--- src/rtl/uart_tx_pkg.sv ---
// Shared UART definitions: frame geometry, parity_mode bit positions, FSM states
// and the parity helper used by both transmitter and receiver.
package uart_tx_pkg;

   localparam int unsigned FRAME_BITS  = 11;
   localparam int unsigned DATA_BITS   = 8;
   localparam int unsigned BIT_IDX_W   = 3;
   localparam int unsigned PAR_EN_IDX  = 0;
   localparam int unsigned PAR_ODD_IDX = 1;

   typedef enum logic [2:0] {
      ST_IDLE  = 3'd0,
      ST_START = 3'd1,
      ST_DATA  = 3'd2,
      ST_PAR   = 3'd3,
      ST_STOP  = 3'd4
   } tx_state_e;

   // Bit 9 of the frame: parity when enabled, otherwise a second stop bit.
   function automatic logic frame_bit9(input logic [DATA_BITS-1:0] data,
                                       input logic [1:0]           mode,
                                       input logic                 stop_level);
      if (mode[PAR_EN_IDX])
         return (^data) ^ mode[PAR_ODD_IDX];
      return stop_level;
   endfunction

endpackage

--- src/rtl/uart_baud_tick.sv ---
// Bit-period timer: tick is high in the last cycle of each max(clk_div,1)-cycle period.
module uart_baud_tick #(
   parameter int unsigned CLK_DIV_WIDTH = 8
) (
   input  logic                     clk,
   input  logic                     reset,
   input  logic [CLK_DIV_WIDTH-1:0] clk_div,
   input  logic                     restart,
   output logic                     tick
);

   logic [CLK_DIV_WIDTH-1:0] cnt_q;
   logic [CLK_DIV_WIDTH-1:0] last_c;

   // Terminal count never exceeds 2^W-2, so the counter cannot wrap.
   assign last_c = (clk_div <= CLK_DIV_WIDTH'(1)) ? '0 : clk_div - CLK_DIV_WIDTH'(1);
   assign tick   = (cnt_q >= last_c);

   always_ff @(posedge clk) begin
      if (reset || restart || tick) begin
         cnt_q <= '0;
      end else begin
         cnt_q <= cnt_q + CLK_DIV_WIDTH'(1);
      end
   end

endmodule

--- src/rtl/uart_tx.sv ---
// UART transmitter: 11-bit frame (start, 8 data LSB first, parity/stop2, stop),
// one-cycle accept latency, done/overrun pulses, back-to-back capable.
module uart_tx
   import uart_tx_pkg::*;
#(
   parameter int unsigned CLK_DIV_WIDTH = 8,
   parameter logic        START_BIT     = 1'b0,
   parameter logic        STOP_BIT      = 1'b1
) (
   input  logic                     clk,
   input  logic                     reset,
   input  logic [CLK_DIV_WIDTH-1:0] clk_div,
   input  logic [1:0]               parity_mode,
   input  logic                     we,
   input  logic [DATA_BITS-1:0]     datai,
   output logic                     tx,
   output logic                     busy,
   output logic                     done,
   output logic                     overrun
);

   localparam int unsigned SHIFT_W = FRAME_BITS - 1;

   tx_state_e                state_q;
   logic [SHIFT_W-1:0]       shift_q;
   logic [SHIFT_W-1:0]       shift_d;
   logic [BIT_IDX_W-1:0]     bit_idx_q;
   logic [CLK_DIV_WIDTH-1:0] div_q;
   logic                     tx_q;
   logic                     busy_q;
   logic                     done_q;
   logic                     ovr_q;

   logic                     accept_c;
   logic                     tick_c;
   logic                     one_cycle_bit_c;
   logic [CLK_DIV_WIDTH-1:0] tick_div_c;

   assign accept_c        = we && (state_q == ST_IDLE);
   assign one_cycle_bit_c = (div_q <= CLK_DIV_WIDTH'(1));
   assign shift_d         = {STOP_BIT, frame_bit9(datai, parity_mode, STOP_BIT), datai};

   // The done cycle is the last stop-bit cycle, so the STOP state itself runs
   // one cycle short; with 1-cycle bits PAR goes straight to IDLE instead.
   assign tick_div_c = (state_q == ST_STOP) ? div_q - CLK_DIV_WIDTH'(1) : div_q;

   uart_baud_tick #(
      .CLK_DIV_WIDTH (CLK_DIV_WIDTH)
   ) u_baud (
      .clk     (clk),
      .reset   (reset),
      .clk_div (tick_div_c),
      .restart (accept_c),
      .tick    (tick_c)
   );

   always_ff @(posedge clk) begin
      if (reset) begin
         state_q   <= ST_IDLE;
         shift_q   <= '0;
         bit_idx_q <= '0;
         div_q     <= '0;
         tx_q      <= STOP_BIT;
         busy_q    <= 1'b0;
         done_q    <= 1'b0;
         ovr_q     <= 1'b0;
      end else begin
         done_q <= 1'b0;
         ovr_q  <= we && busy_q;

         case (state_q)
            ST_IDLE: begin
               tx_q   <= STOP_BIT;
               busy_q <= 1'b0;
               if (we) begin
                  state_q   <= ST_START;
                  tx_q      <= START_BIT;
                  busy_q    <= 1'b1;
                  shift_q   <= shift_d;
                  div_q     <= clk_div;
                  bit_idx_q <= '0;
               end
            end

            ST_START: begin
               if (tick_c) begin
                  tx_q    <= shift_q[0];
                  shift_q <= {STOP_BIT, shift_q[SHIFT_W-1:1]};
                  state_q <= ST_DATA;
               end
            end

            // bit_idx_q names the data bit currently on the line.
            ST_DATA: begin
               if (tick_c) begin
                  tx_q      <= shift_q[0];
                  shift_q   <= {STOP_BIT, shift_q[SHIFT_W-1:1]};
                  bit_idx_q <= bit_idx_q + BIT_IDX_W'(1);
                  if (bit_idx_q == BIT_IDX_W'(DATA_BITS - 1)) begin
                     state_q <= ST_PAR;
                  end
               end
            end

            ST_PAR: begin
               if (tick_c) begin
                  tx_q <= STOP_BIT;
                  if (one_cycle_bit_c) begin
                     state_q <= ST_IDLE;
                     busy_q  <= 1'b0;
                     done_q  <= 1'b1;
                  end else begin
                     state_q <= ST_STOP;
                  end
               end
            end

            ST_STOP: begin
               if (tick_c) begin
                  state_q <= ST_IDLE;
                  tx_q    <= STOP_BIT;
                  busy_q  <= 1'b0;
                  done_q  <= 1'b1;
               end
            end

            default: begin
               state_q <= ST_IDLE;
               tx_q    <= STOP_BIT;
               busy_q  <= 1'b0;
            end
         endcase
      end
   end

   assign tx      = tx_q;
   assign busy    = busy_q;
   assign done    = done_q;
   assign overrun = ovr_q;

endmodule

--- config.mk ---
export PLATFORM = sky130hd
export DESIGN_NAME = uart_tx
export DESIGN_NICKNAME = d
export VERILOG_FILES = /design/src/rtl/uart_tx_pkg.sv /design/src/rtl/uart_baud_tick.sv /design/src/rtl/uart_tx.sv
export SDC_FILE = /design/constraint.sdc
export NUM_CORES = 1
export LEC_CHECK = 0
export BUFFER_PORTS_ARGS = -buffer_cell sky130_fd_sc_hd__buf_2
export CAP_MARGIN = 20
export CORE_UTILIZATION = 45
export DETAILED_ROUTE_END_ITERATION = 16
export PLACE_DENSITY = 0.67
export SETUP_SLACK_MARGIN = 0.02
export SLEW_MARGIN = 40
export SYNTH_ARGS = -nofsm -noshare
export SYNTH_HDL_FRONTEND = slang
export SYNTH_SLANG_ARGS = --single-unit
--- constraint.sdc ---
create_clock -name clk -period 7.9 [get_ports clk]
set_input_delay 0.79 -clock clk [delete_from_list [all_inputs] [get_ports clk]]
set_output_delay 0.79 -clock clk [all_outputs]
set_load 0.03 [all_outputs]
==> metrics.txt <==
cell count after synthesis 281; Die H 74.3 µm; Synth Area in Compound Gates 20.3%; vias in the first global route 1753; initial core utilization 48.2%; multiplexer share of the synthesized area 2.23%; clock slew at reported path FFs 0.07 ns; Detailed Routing Iterations Pass 1 4; Leak 1.07 nW; CP top delay family simple AND/OR/NAND/NOR gates; post-DR vias/cell 5.47; via count 1985; non-filler cells, final 363; WL final 4670 µm; # hold bufs at CTS 0; die width 74.3 µm; Worst slew margin 56.6%; Post-Synth XOR/XNOR Area 8.56%; Peak VDD IR 0.122 mV; Worst setup SP type register; # resized after CTS 0; RSZ-0062 raised after global routing no; CP required 8.12 ns; die area 5520 µm²; FP Rows 25; most used cell, CP a21oi_1; layout net count 332; GR Layer Usage met1 24.8%; crit path time final 4.13 ns; antenna violations before repair 0; Cell Area, Synth 2350 µm²; first-pass GRT wire length 7860 µm; TritonCTS clock tree built; Worst Hold Class reg2reg; post-DP HPWL 3460 µm; main combinational cell family by area after synthesis simple AND/OR/NAND/NOR gates; final hold viol count 0; sequential share of the synthesized area 30.6%; yosys warns 0; Post-Synth Adder-Cell Area 7.98%; area added between synthesis and finish 8.94%; EDFF count, synth 0; routing usage on met2 29.3%; 1st-iter DRT viols 118; H-tree depth 2; M3 GR Usage 4.07%; Antenna Nets Post-Route 0; Max stage delay on crit path 0.59 ns; Buf+Inv Stages, Crit Path 0; ys async rst share 0%; FMAX 242 MHz; Final Skew 0.00388 ns; Overflow after GRT 0; Cells after DPL 355; CTS Buf Count 5; buffer count from post-CTS setup fixing 0; CP endpoint kind register; syn nets 317; Overall Global Routing Usage 18.3%; status complete, no violations; Setup-failing EPs final 0; Synth Flop Type dfxtp_1; final core occ 52.5%; crit-path cells nor3b_4 > or2b_1 > o32a_1 > a2111oi_4 > a21oi_1 > ha_1 > nand2b_1 > a21oi_1 > o21ai_1 > a221o_1 > or3_1 > nor2_1; Max-cap violations 0; share of layout cells above drive strength 1 17.9%; clk sinks 36; RePlAce Congestion 0.864; Avg WL per Cell 12.9 µm; gr busiest metal met2; Final Cycle Share 52.3%; IO Count 25; Simple-Gate Fraction of Synth Area 24.9%; Mean Syn Cell Area 8.37 µm²; slowest CP cell dfxtp_1; core area 4880 µm²; pin count of the biggest net entering global routing 32; Yosys reg bits 36; Clock Tree Buf Depth 2; Max Slew Vio Count 0; crit path kind reg2reg; Worst Max-Slew Pin Slew 0.651 ns; CTS root buf clkbuf_8; setup TNS 0 ns; Synth cell types 57; IO buf count 24; Data arrival, critical path 4.35 ns; crit-path max FO 14; later-pin clock latency in the skew report 0.28 ns; diodes inserted 0; Power Density 184 nW/µm²; DRC 0
-- worst reg2reg max path, cell delays in order, from the launching register on --
cell and delay [ns]:
dfxtp_1 0.59, nor3b_4 0.59, or2b_1 0.28, o32a_1 0.20, a2111oi_4 0.40, a21oi_1 0.13
ha_1 0.28, nand2b_1 0.14, a21oi_1 0.15, o21ai_1 0.11, a221o_1 0.53, or3_1 0.54
nor2_1 0.14
-- metrics by stage --
stage                     worst slack, ns  hold WS [ns]  power (mW)  instance area, µm²
final                                3.77         0.484       0.471                2560
after global routing                 3.42         0.518       0.499                2560
after CTS                            3.75         0.482       0.474                2550
after detailed placement             3.77         0.469       0.351                2470
after global placement               3.80         0.467       0.350                2470
after floorplan                      4.36         0.441       0.323                2350
-- cell type report --
cell class,instances,area (µm²)
Clock buffer,6,72.6
Clock inverter,1,5.00
Fill cell,490,2320
Inverter,8,30.0
Multi-Input combinational cell,219,1510
Sequential cell,36,721
Tap cell,67,83.8
Timing Repair Buffer,26,139
-- sequential cells by signal, summed over array words and instances, names as in the netlist --
name	flops
bit_idx_q	3
busy	1
div_q	8
done	1
overrun	1
shift_q	10
state_q	3
tx	1
u_baud.cnt_q	8
-- cell families after synthesis --
logic type	after synthesis
buf+inv	26
compound gates	62
simple gates	114
mux	5
xor+xnor	23
flops	36
fa+ha+maj	15
-- path summary, 6_finish.rpt --
check                             startpoint               to  slack (ns)  cells past startpoint
worst max-delay path              state_q[2]  u_baud.cnt_q[6]        3.77                     12
worst max register to register    state_q[2]  u_baud.cnt_q[6]        3.77                     12
worst min-delay path            bit_idx_q[0]     bit_idx_q[0]        0.48                      1
worst min register to register  bit_idx_q[0]     bit_idx_q[0]        0.48                      1
-- per-layer routing --
metal,up-vias,share of wire (%)
li1,1028,-
met1,918,49
met2,33,47
met3,6,2.8
met4,0,1.2
met5,-,0
-- layout by cell type (no fill, tap or decap), types with 2 or more instances in the layout --
master / netlist / routed
nor2_1: 40 / 40
dfxtp_1: 36 / 36
nand2_1: 30 / 30
buf_2: 2 / 24
a21oi_1: 21 / 21
ha_1: 15 / 15
xnor2_1: 13 / 13
nand3_1: 10 / 10
xor2_1: 10 / 10
inv_1: 8 / 8
o221a_2: 8 / 8
o21ai_0: 5 / 5
nand2b_1: 5 / 5
clkbuf_8: 0 / 5
nor3_1: 3 / 3
nor3b_1: 3 / 3
and3_1: 3 / 3
mux2i_1: 3 / 3
a21o_1: 3 / 3
nand4b_1: 2 / 2
or3_1: 2 / 2
a211oi_1: 2 / 2
a31oi_1: 2 / 2
a21boi_0: 2 / 2
nand3b_1: 2 / 2
o21ai_1: 2 / 2
mux2_2: 2 / 2
a31o_2: 2 / 2
o211ai_1: 2 / 2
-- cell usage after synthesis, types with 5 or more instances --
cell type | number | area [µm²]
xor2_1 | 10 | 87.6
nand2_1 | 30 | 113
nor2_1 | 40 | 150
o21ai_0 | 5 | 25.0
xnor2_1 | 13 | 114
a21oi_1 | 21 | 105
inv_1 | 8 | 30.0
ha_1 | 15 | 188
nand2b_1 | 5 | 31.3
o221a_2 | 8 | 90.1
nand3_1 | 10 | 50.1
dfxtp_1 | 36 | 721
clkbuf_1 | 12 | 45.0
-- power by group --
part	switching, mW	internal (mW)
registers	0.0174	0.196
clock network	0.0631	0.0599
logic	0.0744	0.0601
No activity file was read; power rests on OpenSTA's default activity.
